[src/rtl/seq_gen_pkg.sv]
`default_nettype none
// ============================================================================
// Module      : seq_gen_pkg
// Description : State encoding and length-clamp helper for sequence_generator.
// Revision    : 1.0 - initial release
// ============================================================================
package seq_gen_pkg;

  typedef enum logic [1:0] {
    IDLE   = 2'b00,
    SHIFT  = 2'b01,
    PARITY = 2'b10,
    FINISH = 2'b11
  } seq_state_t;

  function automatic int unsigned clamp_len(input int unsigned len,
                                            input int unsigned max_len);
    return (len > max_len) ? max_len : len;
  endfunction

endpackage
`default_nettype wire

[src/rtl/seq_gen_down_counter.sv]
`default_nettype none
// ============================================================================
// Module      : seq_gen_down_counter
// Description : Loadable, enable-gated down counter that saturates at zero.
// Revision    : 1.0 - initial release
// ============================================================================
module seq_gen_down_counter #(
  parameter int W = 4
) (
  input  logic         clk,
  input  logic         rst,
  input  logic         i_load,
  input  logic [W-1:0] i_load_val,
  input  logic         i_en,
  output logic [W-1:0] o_count,
  output logic         o_zero
);

  logic [W-1:0] r_count;

  // Load wins over decrement; decrement never wraps below zero.
  always_ff @(posedge clk) begin
    if (rst) begin
      r_count <= '0;
    end else if (i_load) begin
      r_count <= i_load_val;
    end else if (i_en && (r_count != '0)) begin
      r_count <= r_count - W'(1);
    end
  end

  assign o_count = r_count;
  assign o_zero  = (r_count == '0);

endmodule
`default_nettype wire

[src/rtl/sequence_generator.sv]
`default_nettype none
// ============================================================================
// Module      : sequence_generator
// Description : MSB-first bit-serial pattern transmitter with repeat count and
//               valid/ready backpressure. Define SEQ_GEN_PARITY_EN to append an
//               even-parity beat after every repetition.
// Revision    : 1.0 - initial release
// ============================================================================
module sequence_generator
  import seq_gen_pkg::*;
#(
  parameter  int PAT_W = 8,
  parameter  int REP_W = 4,
  localparam int LEN_W = $clog2(PAT_W + 1)
) (
  input  logic             clk,
  input  logic             rst,
  input  logic             load_valid,
  output logic             load_ready,
  input  logic [PAT_W-1:0] load_pattern,
  input  logic [LEN_W-1:0] load_len,
  input  logic [REP_W-1:0] load_repeat,
  output logic             out_bit,
  output logic             out_valid,
  input  logic             out_ready,
  output logic             busy,
  output logic             done
);

  seq_state_t       r_state;
  seq_state_t       w_state_nxt;
  logic [PAT_W-1:0] r_pattern;
  logic [LEN_W-1:0] r_len_eff;
  logic [LEN_W-1:0] w_len_eff;
  logic             w_accept;

  logic             w_idx_load;
  logic [LEN_W-1:0] w_idx_val;
  logic             w_idx_en;
  logic [LEN_W-1:0] w_idx;
  logic             w_idx_zero;

  logic             w_rep_load;
  logic             w_rep_en;
  logic [REP_W-1:0] w_rep;
  logic             w_rep_zero;

  logic [PAT_W-1:0] w_shifted;
  logic             w_data_bit;

  assign w_len_eff  = LEN_W'(clamp_len(int'(load_len), PAT_W));
  assign w_accept   = load_valid && load_ready;
  assign w_shifted  = r_pattern >> w_idx;
  assign w_data_bit = w_shifted[0];

  seq_gen_down_counter #(.W(LEN_W)) u_idx_cnt (
    .clk       (clk),
    .rst       (rst),
    .i_load    (w_idx_load),
    .i_load_val(w_idx_val),
    .i_en      (w_idx_en),
    .o_count   (w_idx),
    .o_zero    (w_idx_zero)
  );

  seq_gen_down_counter #(.W(REP_W)) u_rep_cnt (
    .clk       (clk),
    .rst       (rst),
    .i_load    (w_rep_load),
    .i_load_val(load_repeat),
    .i_en      (w_rep_en),
    .o_count   (w_rep),
    .o_zero    (w_rep_zero)
  );

  always_ff @(posedge clk) begin
    if (rst) begin
      r_state   <= IDLE;
      r_pattern <= '0;
      r_len_eff <= '0;
    end else begin
      r_state <= w_state_nxt;
      if (w_accept) begin
        r_pattern <= load_pattern;
        r_len_eff <= w_len_eff;
      end
    end
  end

`ifdef SEQ_GEN_PARITY_EN
  logic r_parity;

  // Running XOR of the data bits of the current repetition.
  always_ff @(posedge clk) begin
    if (rst || w_accept) begin
      r_parity <= 1'b0;
    end else if ((r_state == SHIFT) && out_ready) begin
      r_parity <= r_parity ^ w_data_bit;
    end else if ((r_state == PARITY) && out_ready) begin
      r_parity <= 1'b0;
    end
  end
`endif

  always_comb begin
    w_state_nxt = r_state;
    w_idx_load  = 1'b0;
    w_idx_val   = r_len_eff - LEN_W'(1);
    w_idx_en    = 1'b0;
    w_rep_load  = 1'b0;
    w_rep_en    = 1'b0;
    case (r_state)
      IDLE: begin
        if (load_valid) begin
          w_idx_load  = 1'b1;
          w_rep_load  = 1'b1;
          w_idx_val   = (w_len_eff == '0) ? '0 : (w_len_eff - LEN_W'(1));
          w_state_nxt = (w_len_eff == '0) ? FINISH : SHIFT;
        end
      end
      SHIFT: begin
        if (out_ready) begin
          if (!w_idx_zero) begin
            w_idx_en = 1'b1;
          end else begin
`ifdef SEQ_GEN_PARITY_EN
            w_state_nxt = PARITY;
`else
            if (!w_rep_zero) begin
              w_rep_en   = 1'b1;
              w_idx_load = 1'b1;
            end else begin
              w_state_nxt = FINISH;
            end
`endif
          end
        end
      end
`ifdef SEQ_GEN_PARITY_EN
      PARITY: begin
        if (out_ready) begin
          if (!w_rep_zero) begin
            w_rep_en    = 1'b1;
            w_idx_load  = 1'b1;
            w_state_nxt = SHIFT;
          end else begin
            w_state_nxt = FINISH;
          end
        end
      end
`endif
      FINISH:  w_state_nxt = IDLE;
      default: w_state_nxt = IDLE;
    endcase
  end

  assign load_ready = (r_state == IDLE);
  assign busy       = (r_state != IDLE);
  assign done       = (r_state == FINISH);

`ifdef SEQ_GEN_PARITY_EN
  assign out_valid = (r_state == SHIFT) || (r_state == PARITY);
  assign out_bit   = (r_state == SHIFT)  ? w_data_bit :
                     (r_state == PARITY) ? r_parity   : 1'b0;
`else
  assign out_valid = (r_state == SHIFT);
  assign out_bit   = (r_state == SHIFT) ? w_data_bit : 1'b0;
`endif

  // Zero flag and count of the repeat counter must always agree.
  a_rep_zero_consistent : assert property (@(posedge clk) disable iff (rst)
    w_rep_zero == (w_rep == '0));

endmodule
`default_nettype wire

[config.mk]
export PLATFORM = sky130hd
export DESIGN_NAME = sequence_generator
export DESIGN_NICKNAME = d
export VERILOG_FILES = /design/src/rtl/seq_gen_pkg.sv /design/src/rtl/seq_gen_down_counter.sv /design/src/rtl/sequence_generator.sv
export SDC_FILE = /design/constraint.sdc
export NUM_CORES = 1
export LEC_CHECK = 0
export BUFFER_PORTS_ARGS = -buffer_cell sky130_fd_sc_hd__buf_2
export CORE_MARGIN = 4
export CORE_UTILIZATION = 57
export DETAILED_ROUTE_END_ITERATION = 8
export PLACE_DENSITY = 0.81
export SYNTH_ARGS = -nofsm -noshare
export SYNTH_HDL_FRONTEND = slang
export SYNTH_SLANG_ARGS = --single-unit
[constraint.sdc]
create_clock -name clk -period 2.54 [get_ports clk]
set_clock_uncertainty 0.1 [all_clocks]
set_input_delay 0.381 -clock clk [delete_from_list [all_inputs] [get_ports clk]]
set_output_delay 0.381 -clock clk [all_outputs]
set_load 0.005 [all_outputs]
==> flow_summary.ini <==
[outcome]
status = complete, no violations

[run]
cap_viol_max_count = 0

[critical_path]
critical_path.cell_chain = mux4_2, mux2i_1, nor3_1, buf_2
startpoint = u_idx_cnt.o_count[0]
critical_path.reg2reg.startpoint = u_rep_cnt.o_count[0]
crit_path_start_kind = register
timing.critical_path.to_type = primary output
worstPathMaxFanout = 5
crit_family = multiplexers
critPathMaxStageDelay_ns = 0.54
worstPathRequired_ns = 2.06
worst-endpoint-arrival_ns = 1.74
worst-r2r-setup-slack_ns = 0.64
rr_endpoint = u_rep_cnt.o_count[1]
worstSetupPathType = reg -> out
cp_slowest_cell = mux4_2
ff2ff_path_depth = 6
timing.critical_path.buf_inv = 1

[power_and_ir_drop]
total_switching_power_mw = 0.280
power.clock.fraction_pct = 29.5
pleak_nw = 0.600
internal_power_mw = 0.648
power.share.sequential_pct = 43.5
p_comb_share_pct = 27.0
switching_share_pct = 30.2
irDropWorstVdd_mv = 0.439
powerDensity_mw_per_mm2 = 630

[clock_network]
clockBufferDepth = 2
numCtsBuffers = 3
clock-sinks = 22
tritoncts = built
clkLatencyLatePin_ns = 0.32
clock_tree_root_driver_cell = clkbuf_4
cts_setup_buffers = 0
clk_pin_slew_worst_paths_ns = 0.12
cts_hold_repair.buffers = 0
cts_htree_levels = 1
cts_resized = 0

[timing]
timing.final.ws_setup_ns = 0.323
min_period_over_period_pct = 87.3
fmaxAchievable_mhz = 451
final_hold_viol_count = 0
report.final.slew_viol_count = 0
relative_slew_margins_pct = 67.0
holdWs_ns = 0.195
rsz0062_at_grt = no
setup_viol = 0
period_minus_slack_ns = 2.22
tns_ns = 0
tightest_slew_ns = 0.495

[place]
dpl.hpwl_um = 2130
placement.io_buffers = 24
place_congestion = 0.802
pre_cts_ws_ns = 0.653
postPlaceCellArea_mm2 = 0.00142

[logic_synthesis]
yosys_register_bits = 22
post_synth_main_area_contributors = dfxtp_1, nand2_1, a21oi_1, ha_1, mux4_2
ys_async_sr_fraction_pct = 0
synth-seq-area-share_pct = 33.6
syn_inst = 149
syn-cell-area_mm2 = 0.00131
synthDominantCellAreaShare_pct = 33.6
ys.warnings.count = 0
ys.flop_type = dfxtp_1
nets_in_the_synthesized_netlist = 173
synth-edff-count = 0
yosys.area.top_type = dfxtp_1
synthDistinctLibCells = 44
avgSynthCellArea_um2 = 8.80

[finish]
utilization_after_layout_pct = 67.3
number_of_filler_cells_placed_in_the_layout = 185
syn_to_final_growth_pct = 12.5
layout-drive-gt1-share_pct = 27.2
num_antenna_cells = 0
layout.nets = 194
stdcell_area_mm2 = 0.00148

[min_path]
min_delay_path_depth = 3
worst_hold_path.endpoint = r_pattern[4]
worstHoldStart = load_pattern[4]
min-delay-path-class = in -> reg

[global_routing]
overflow = 0
grt_max_degree = 26
global_route_wire_length_before_repair_um = 4790
number_of_global_route_vias_before_repair = 1094
grt.total_usage_pct = 19.2
antenna_found_initial = 0

[floorplanning]
floorplan.initialDensity_pct = 59.9
num_io_pins = 25
floorplan.die.height_um = 56.0
number_of_core_rows = 17
die_w_um = 56.0
core_region_area_mm2 = 0.00219
die_area_mm2 = 0.00313

[routing]
post_drt_via_cell_ratio = 5.80
postRouteWirelength_um = 2870
wire_per_inst_um = 14.6
detail_route.first_pass.iterations = 4
route.vias.total = 1142
drt_iter0_drc = 22
postRouteAntennaNets = 0
drc_errors = 0
[final cells by class]
cell class,count,area [µm²],share of cell area [%]
Clock buffer,3,22.5,1.53
Clock inverter,1,30.0,2.04
Inverter,11,41.3,2.80
Multi-Input combinational cell,106,771,52.2
Sequential cell,22,440,29.9
Tap cell,28,35.0,2.37
Timing Repair Buffer,26,135,9.16
[worst reg2reg max path, cell delays in order (launching register included)]
cell and delay [ns]:
dfxtp_1 0.34, inv_1 0.09, ha_1 0.18, or3b_1 0.49, nand3_4 0.16, mux2_4 0.32, o31ai_4 0.16
[metrics by stage]
step | cells | total power, mW
floorplan | 149 | 0.602
global placement | 193 | 0.644
detailed placement | 193 | 0.658
CTS | 197 | 0.927
global route | 197 | 0.980
finish | 197 | 0.929
[kinds of logic (layout without fill, tap and decap cells)]
kind of cell | after synthesis | in the layout | synth area share, %
and+or+nand+nor | 56 | 56 | 23.4
buffers and inverters | 21 | 41 | 8.01
adders and majority gates | 4 | 4 | 3.82
xor gates and xnor gates | 5 | 5 | 3.34
AOI/OAI and AO/OA | 35 | 35 | 21.0
DFF | 22 | 22 | 33.6
muxes | 6 | 6 | 6.87
[routing by layer]
layer	up-vias	part of all wire, %	GRT usage [%]	wire, µm
met5	-	0	0	0
met4	0	2.5	7.46	72
met3	9	5.2	4.41	150
met2	40	52	33.6	1490
met1	532	40	22.5	1160
li1	561	-	-	-
[cell usage in the layout (no fill, tap or decap), types with 4 or more instances in the layout]
cell	instances
nand2_1	24
buf_2	24
dfxtp_1	22
a21oi_1	14
inv_1	11
nor3_1	5
nand3_1	5
nor2_1	5
ha_1	4
[registers in the layout (all words and copies together), names as in the netlist]
name,flops
r_len_eff,4
r_pattern,8
u_idx_cnt.o_count,4
u_rep_cnt.o_count,4
r_state,2
[worst max-delay path by stage]
stage | slack (ns) | to | cells after the start
floorplan | 0.80 | u_rep_cnt.o_count[1] | 7
global placement | 0.70 | u_rep_cnt.o_count[1] | 6
detailed placement | 0.65 | u_rep_cnt.o_count[1] | 6
CTS | 0.34 | out_bit | 4
global route | 0.27 | out_bit | 4
finish | 0.32 | out_bit | 4
[power groups by stage]
stage	sequential [mW]	combinational [mW]	clock, mW
floorplan	0.403	0.199	0
global placement	0.408	0.235	0
detailed placement	0.411	0.247	0
CTS	0.403	0.251	0.272
global route	0.408	0.277	0.295
finish	0.404	0.251	0.274
[Yosys cell counts (3+ instances only)]
cell type and number:
nand3_1 5, nor3_1 5, buf_2 3, a21oi_1 14
a211oi_1 3, dfxtp_1 22, ha_1 4, nor2_1 5
nand2_1 24, xor2_1 3, mux2i_1 3, buf_6 3
inv_1 11, o21ai_0 3, clkbuf_1 4
(Power assumes the default switching activity.)
